$ cat src/rtl/jt51_csr_pkg.sv
// Shared types and constants for the per-channel CSR write scheduler.
// A queued write carries the target channel, the register group and the data byte.
package jt51_csr_pkg;

    localparam logic [7:0] CH_BASE = 8'h20;
    localparam logic [7:0] CH_LAST = 8'h3F;

    typedef enum logic [1:0] {
        GRP_RLFBCON = 2'd0,
        GRP_KC      = 2'd1,
        GRP_KF      = 2'd2,
        GRP_AMSPMS  = 2'd3
    } grp_t;

    typedef struct packed {
        logic [2:0] ch;
        grp_t       grp;
        logic [7:0] data;
    } ch_wr_t;

    localparam int CH_WR_W = $bits(ch_wr_t);

    function automatic logic is_ch_addr(input logic [7:0] addr);
        return (addr >= CH_BASE) && (addr <= CH_LAST);
    endfunction

endpackage

$ cat src/rtl/jt51_csr_ch_sched_if.sv
// CPU-side write port of the channel CSR scheduler (valid/ready handshake).
interface jt51_csr_ch_sched_if;
    logic       wr_valid;
    logic [7:0] wr_addr;
    logic [7:0] wr_din;
    logic       wr_ready;

    modport master (output wr_valid, wr_addr, wr_din, input wr_ready);
    modport slave  (input wr_valid, wr_addr, wr_din, output wr_ready);
endinterface

$ cat src/rtl/jt51_sync_fifo.sv
// Small synchronous FIFO with registered occupancy count; DEPTH must be a power of 2.
module jt51_sync_fifo #(
    parameter int WIDTH = 13,
    parameter int DEPTH = 4,
    localparam int AW   = $clog2(DEPTH)
) (
    input  logic             clk,
    input  logic             rst,
    input  logic             push,
    input  logic             pop,
    input  logic [WIDTH-1:0] din,
    output logic [WIDTH-1:0] dout,
    output logic             full,
    output logic             empty,
    output logic [AW:0]      count
);

    logic [WIDTH-1:0] mem [DEPTH];
    logic [AW-1:0]    wr_ptr;
    logic [AW-1:0]    rd_ptr;
    logic             do_push;
    logic             do_pop;

    assign full    = (count == (AW+1)'(DEPTH));
    assign empty   = (count == '0);
    assign do_push = push && !full;
    assign do_pop  = pop && !empty;
    assign dout    = mem[rd_ptr];

    always_ff @(posedge clk) begin
        if (do_push) mem[wr_ptr] <= din;
    end

    // Pointers wrap naturally because DEPTH is a power of 2.
    always_ff @(posedge clk) begin
        if (rst) begin
            wr_ptr <= '0;
            rd_ptr <= '0;
            count  <= '0;
        end else begin
            if (do_push) wr_ptr <= wr_ptr + 1'b1;
            if (do_pop)  rd_ptr <= rd_ptr + 1'b1;
            case ({do_push, do_pop})
                2'b10:   count <= count + 1'b1;
                2'b01:   count <= count - 1'b1;
                default: count <= count;
            endcase
        end
    end

endmodule

$ cat src/rtl/jt51_csr_ch_sched.sv
// Queues CPU writes to channel registers 0x20-0x3F and releases each one
// in the slot where its channel reaches the CSR ring input.
module jt51_csr_ch_sched
    import jt51_csr_pkg::*;
#(
    parameter int DEPTH = 4
) (
    input  logic                clk,
    input  logic                rst,
    input  logic                cen,
    jt51_csr_ch_sched_if.slave  bus,
    output logic [2:0]          slot,
    output logic                busy,
    output logic [7:0]          din,
    output logic                up_rl_ch,
    output logic                up_fb_ch,
    output logic                up_con_ch,
    output logic                up_kc_ch,
    output logic                up_kf_ch,
    output logic                up_ams_ch,
    output logic                up_pms_ch
);

    localparam int AW = $clog2(DEPTH);

    ch_wr_t        wr_entry;
    ch_wr_t        head;
    logic          full;
    logic          empty;
    logic          push;
    logic          pop;
    logic [AW:0]   count;
    logic [2:0]    nxt;

    assign bus.wr_ready = !full;
    assign wr_entry     = '{ch: bus.wr_addr[2:0], grp: grp_t'(bus.wr_addr[4:3]), data: bus.wr_din};
    // Non-channel addresses complete the handshake but never enter the queue.
    assign push         = bus.wr_valid && !full && is_ch_addr(bus.wr_addr);
    assign nxt          = slot + 3'd1;
    assign pop          = cen && !empty && (head.ch == nxt);

    jt51_sync_fifo #(
        .WIDTH (CH_WR_W),
        .DEPTH (DEPTH)
    ) u_fifo (
        .clk   (clk),
        .rst   (rst),
        .push  (push),
        .pop   (pop),
        .din   (wr_entry),
        .dout  (head),
        .full  (full),
        .empty (empty),
        .count (count)
    );

    assign busy = (count != '0) | up_rl_ch | up_fb_ch | up_con_ch | up_kc_ch
                | up_kf_ch | up_ams_ch | up_pms_ch;

    // Strobes are computed for the slot being entered, so they line up with it.
    always_ff @(posedge clk) begin
        if (rst) begin
            slot      <= 3'd0;
            din       <= 8'd0;
            up_rl_ch  <= 1'b0;
            up_fb_ch  <= 1'b0;
            up_con_ch <= 1'b0;
            up_kc_ch  <= 1'b0;
            up_kf_ch  <= 1'b0;
            up_ams_ch <= 1'b0;
            up_pms_ch <= 1'b0;
        end else if (cen) begin
            slot      <= nxt;
            up_rl_ch  <= 1'b0;
            up_fb_ch  <= 1'b0;
            up_con_ch <= 1'b0;
            up_kc_ch  <= 1'b0;
            up_kf_ch  <= 1'b0;
            up_ams_ch <= 1'b0;
            up_pms_ch <= 1'b0;
            if (pop) begin
                din <= head.data;
                case (head.grp)
                    GRP_RLFBCON: begin
                        up_rl_ch  <= 1'b1;
                        up_fb_ch  <= 1'b1;
                        up_con_ch <= 1'b1;
                    end
                    GRP_KC:  up_kc_ch <= 1'b1;
                    GRP_KF:  up_kf_ch <= 1'b1;
                    default: begin
                        up_ams_ch <= 1'b1;
                        up_pms_ch <= 1'b1;
                    end
                endcase
            end
        end
    end

endmodule

$ cat src/flat_wrapper.sv
// flat-port wrapper written by rule: the top's interface ports become plain ports
module jt51_csr_ch_sched_flat import jt51_csr_pkg::*;
#(
    parameter int DEPTH = 4
)
  (clk, rst, cen, slot, busy, din, up_rl_ch, up_fb_ch, up_con_ch, up_kc_ch, up_kf_ch, up_ams_ch, up_pms_ch, bus_wr_valid, bus_wr_addr, bus_wr_din, bus_wr_ready);
  jt51_csr_ch_sched_if bus_i ();
  input  logic clk;
  input  logic rst;
  input  logic cen;
  output logic [2:0] slot;
  output logic busy;
  output logic [7:0] din;
  output logic up_rl_ch;
  output logic up_fb_ch;
  output logic up_con_ch;
  output logic up_kc_ch;
  output logic up_kf_ch;
  output logic up_ams_ch;
  output logic up_pms_ch;
  input wire logic [$bits(bus_i.wr_valid)-1:0] bus_wr_valid;
  input wire logic [$bits(bus_i.wr_addr)-1:0] bus_wr_addr;
  input wire logic [$bits(bus_i.wr_din)-1:0] bus_wr_din;
  output wire logic [$bits(bus_i.wr_ready)-1:0] bus_wr_ready;
  assign bus_i.wr_valid = bus_wr_valid;
  assign bus_i.wr_addr = bus_wr_addr;
  assign bus_i.wr_din = bus_wr_din;
  assign bus_wr_ready = bus_i.wr_ready;
  jt51_csr_ch_sched #(.DEPTH(DEPTH)) u_core (.clk(clk), .rst(rst), .cen(cen), .bus(bus_i), .slot(slot), .busy(busy), .din(din), .up_rl_ch(up_rl_ch), .up_fb_ch(up_fb_ch), .up_con_ch(up_con_ch), .up_kc_ch(up_kc_ch), .up_kf_ch(up_kf_ch), .up_ams_ch(up_ams_ch), .up_pms_ch(up_pms_ch));
endmodule
$ cat config.mk
export PLATFORM = sky130hd
export DESIGN_NAME = jt51_csr_ch_sched_flat
export DESIGN_NICKNAME = d
export VERILOG_FILES = /design/src/rtl/jt51_csr_pkg.sv /design/src/rtl/jt51_csr_ch_sched_if.sv /design/src/rtl/jt51_sync_fifo.sv /design/src/rtl/jt51_csr_ch_sched.sv /design/src/flat_wrapper.sv
export SDC_FILE = /design/constraint.sdc
export NUM_CORES = 1
export LEC_CHECK = 0
export ABC_AREA = 1
export CORE_MARGIN = 2
export CORE_UTILIZATION = 50
export DETAILED_ROUTE_END_ITERATION = 16
export DONT_BUFFER_PORTS = 1
export HOLD_SLACK_MARGIN = 0.05
export PLACE_DENSITY = 0.67
export RECOVER_POWER = 100
export SLEW_MARGIN = 20
export SYNTH_ARGS = -nofsm -noshare
export SYNTH_HDL_FRONTEND = slang
export SYNTH_SLANG_ARGS = --single-unit
$ cat constraint.sdc
create_clock -name clk -period 6.5 [get_ports clk]
set_clock_uncertainty 0.15 [all_clocks]
set_input_delay 0.65 -clock clk [delete_from_list [all_inputs] [get_ports clk]]
set_output_delay 0.65 -clock clk [all_outputs]
set_load 0.02 [all_outputs]
==> reports/results.tsv <==
stage	metric	value	unit
outcome	result of the run	completed	
global_route	sum of overflow across all layers after global routing	0	
synthesis	multiplexer share of the synthesized area	0	%
sta	total count of max-transition violations in the final report	0	
cells_and_area	area added between synthesis and finish	5.836	%
global_route	global-route wire length before repair	9.584	mm
drt	wire length per cell	14.80	µm
critical_path	Startpoint Class	flop	
clock_tree	clock tree from TritonCTS	yes	
synthesis	sequential fraction of the synthesis area	63.50	%
sta	WHS	0.2144	ns
floorplanning	standard cell core area	0.006277	mm²
floorplanning	total I/O pin count	40	
sta	Final min period	4.371	ns
sta	Worst-Margin Slew	0.8886	ns
drt	Pre-Repair DR Iteration Count	4	
place	Final HPWL DP	3.974	mm
place	number of buffers added on ports	0	
synthesis	number of storage elements in the synthesis netlist	76	
sta	count of endpoints failing setup in the final report	0	
cells_and_area	net total in the final layout	331	
floorplanning	die boundary width	84.20	µm
clock_tree	CTS H-tree lvls	3	
clock_tree	clock-pin slew on the worst setup and hold paths	0.07	ns
floorplanning	initial standard-cell utilization of the core	51.23	%
sta	unrepaired setup endpoints after global routing	false	
critical_path	slowest stage delay, CP	0.91	ns
clock_tree	number of buffers added by the clock tree synthesis step	9	
drt	DRC Markers	0	
clock_tree	clk root buf	clkbuf_8	
sta	maximum achievable frequency	0.2288	GHz
critical_path	largest driver fanout on the critical path	31	
cells_and_area	top library cells by usage in the layout, fill and taps aside	edfxtp_1, nor2_1, nand2_1, inv_1, o21ai_0	
critical_path	highest-delay cell along the critical path	dfxtp_1	
global_route	All-Layer GR Usage	17.69	%
flow_run	Max-cap violations	0	
cells_and_area	share of cells above drive strength 1	8.414	%
synthesis	number of different library cells in the post-synthesis netlist	28	
power_and_ir_drop	total leakage power	0.001218	µW
global_route	initial antenna violation count	0	
drt	post-detailed-route count of antenna-violating nets	0	
cells_and_area	antenna diode count	0	
synthesis	average size of a mapped cell	10.65	µm²
clock_tree	number of buffers inserted to repair setup after CTS	0	
floorplanning	y dimension of the die	84.20	µm
critical_path	Data required, critical path	6.58	ns
drt	ratio of routed vias to standard cells	5.259	
power_and_ir_drop	worst IR drop on VDD	0.1486	mV
synthesis	post-synthesis adder-cell area fraction	2.957	%
drt	total length of routed wires	5.711	mm
critical_path	cell seen most often among critical-path stages	nand2_1	
synthesis	cell count after synthesis	302	
synthesis	fraction of the mapped netlist area in simple logic gates	18.37	%
synthesis	Synth Area in XOR/XNOR	0.5447	%
global_route	largest net degree at the start of global routing	32	
clock_tree	Clock Sink Count	76	
cells_and_area	Sequential cell area	0.002042	mm²
synthesis	Synth warnings	0	
clock_tree	number of cells upsized or downsized after cts	0	
global_route	via count of the first global-routing pass	1981	
critical_path	critical-path cell list	inv_1, nand2_1, nand3_1, nand3_2, nand2_1, nor2_1, nand2_1, clkinvlp_2, ha_1, inv_1, fa_1, a21oi_1, o21ai_0, o21ai_0, a21oi_1	
cells_and_area	final core utilization	54.22	%
synthesis	compound-cell area share of the yosys netlist	8.327	%
critical_path	Critical Path AT	4.45	ns
sta	aggregate negative setup slack	0	ns
critical_path	crit end category	flop	
cells_and_area	area used by multi-input combinational logic	953.4	µm²
min_path	type of the most critical hold path	in -> reg	
synthesis	Syn Nets	329	
synthesis	main combinational cell family by area after synthesis	simple AND/OR/NAND/NOR gates	
drt	DRC marker count from the first detailed-route iteration	120	
place	final estimated routing congestion in global placement	0.8404	
floorplanning	die area	0.007089	mm²
sta	relative slew slack	40.68	%
clock_tree	hold-fix buffers at CTS	0	
drt	vias after detailed routing	2030	
synthesis	combined area of all synthesized cells	0.003216	mm²
sta	number of hold-slack violations in the final timing report	0	
cells_and_area	most common cell after layout, fill and taps aside	edfxtp_1	
critical_path	CP Class	reg -> reg	
clock_tree	Worst-Skew Late Latency	0.35	ns
sta	post-route clock period utilization	67.25	%
floorplanning	placement row count	29	
power_and_ir_drop	areal power density over the cells	264.7	mW/mm²
clock_tree	Clock Path Buffers	2	
cells_and_area	Filler Cell Count	548	
[state kept, by name (all words and copies together), names as in the netlist, named ones only]
register,count
u_core.din,8
u_core.slot,3
u_core.u_fifo.count,3
u_core.u_fifo.mem,52
u_core.u_fifo.rd_ptr,2
u_core.u_fifo.wr_ptr,2
u_core.up_ams_ch,1
u_core.up_kc_ch,1
u_core.up_kf_ch,1
u_core.up_rl_ch,1
[worst max-delay path: cells and delay by family (launching register included)]
kind,cells,cell delay (ns)
compound gates,4,0.51
fa+ha+maj,2,0.64
buf+inv,3,0.93
flops,1,0.91
simple gates,6,1.11
[power breakdown]
part	internal (µW)	switching, µW
Clock	177	168
Combinational	9.43	20.2
Sequential	521	5.98
Total	707	194
[metrics by stage]
| step | setup WS (ns) | cell area (µm²) | total power [µW] | instances |
|---|---|---|---|---|
| 2_1_floorplan | 3.880 | 3216 | 564.2 | 302 |
| 3_3_place_gp | 3.037 | 3247 | 568.1 | 370 |
| 3_5_place_dp | 2.869 | 3247 | 568.8 | 370 |
| 4_1_cts | 2.874 | 3437 | 909.9 | 386 |
| 5_1_grt | 1.546 | 3403 | 934.0 | 386 |
| 6_report | 2.129 | 3403 | 900.8 | 386 |
[final timing paths]
path | startpoint | end | slack [ns] | cells after the start
hold / removal | rst | u_core.up_ams_ch$_SDFFE_PP0P_ | 0.21 | 1
hold reg to reg | u_core.u_fifo.rd_ptr[1]$_SDFFE_PP0P_ | flop | 0.35 | 2
setup reg to reg | flop | u_core.u_fifo.count[2]$_SDFFE_PP0P_ | 2.13 | 15
setup / recovery | flop | u_core.u_fifo.count[2]$_SDFFE_PP0P_ | 2.13 | 15
[Yosys cell counts, drive strengths merged]
cell / n / area [µm²]
nand3: 15 / 100.1
clkinv: 1 / 3.750
o21ai: 25 / 125.1
o211ai: 3 / 22.52
fa: 1 / 20.02
xnor2: 1 / 8.760
a21oi: 14 / 70.07
nor4: 1 / 6.260
edfxtp: 52 / 1562
xor2: 1 / 8.760
nor2: 50 / 205.2
nand2: 49 / 201.4
dfxtp: 24 / 480.5
nor3: 2 / 10.01
nand3b: 9 / 67.56
ha: 6 / 75.07
inv: 27 / 103.9
o22ai: 8 / 50.05
clkbuf: 2 / 7.510
buf: 11 / 87.58
[area by class of cell]
type                            instances  area share (%)
Clock buffer                           10           3.750
Timing Repair Buffer                    4          0.4412
Tap cell                               77           2.831
Sequential cell                        76           60.00
Inverter                               28           3.125
Clock inverter                          6           1.838
Multi-Input combinational cell        185           28.01
[cell families after synthesis]
group,after synthesis
buffers and inverters,41
xor gates and xnor gates,2
DFF,76
and+or+nand+nor,126
AOI/OAI and AO/OA,50
adders and majority gates,7
[per-layer routing]
layer | routed length [µm] | global-route usage [%] | part of all wire, %
met3 | 474 | 6.686 | 8.3
met4 | 89 | 6.598 | 1.6
met2 | 2631 | 27.34 | 46
met5 | 0 | 0 | 0
met1 | 2516 | 22.88 | 44
No activity file was read; power rests on OpenSTA's default activity.
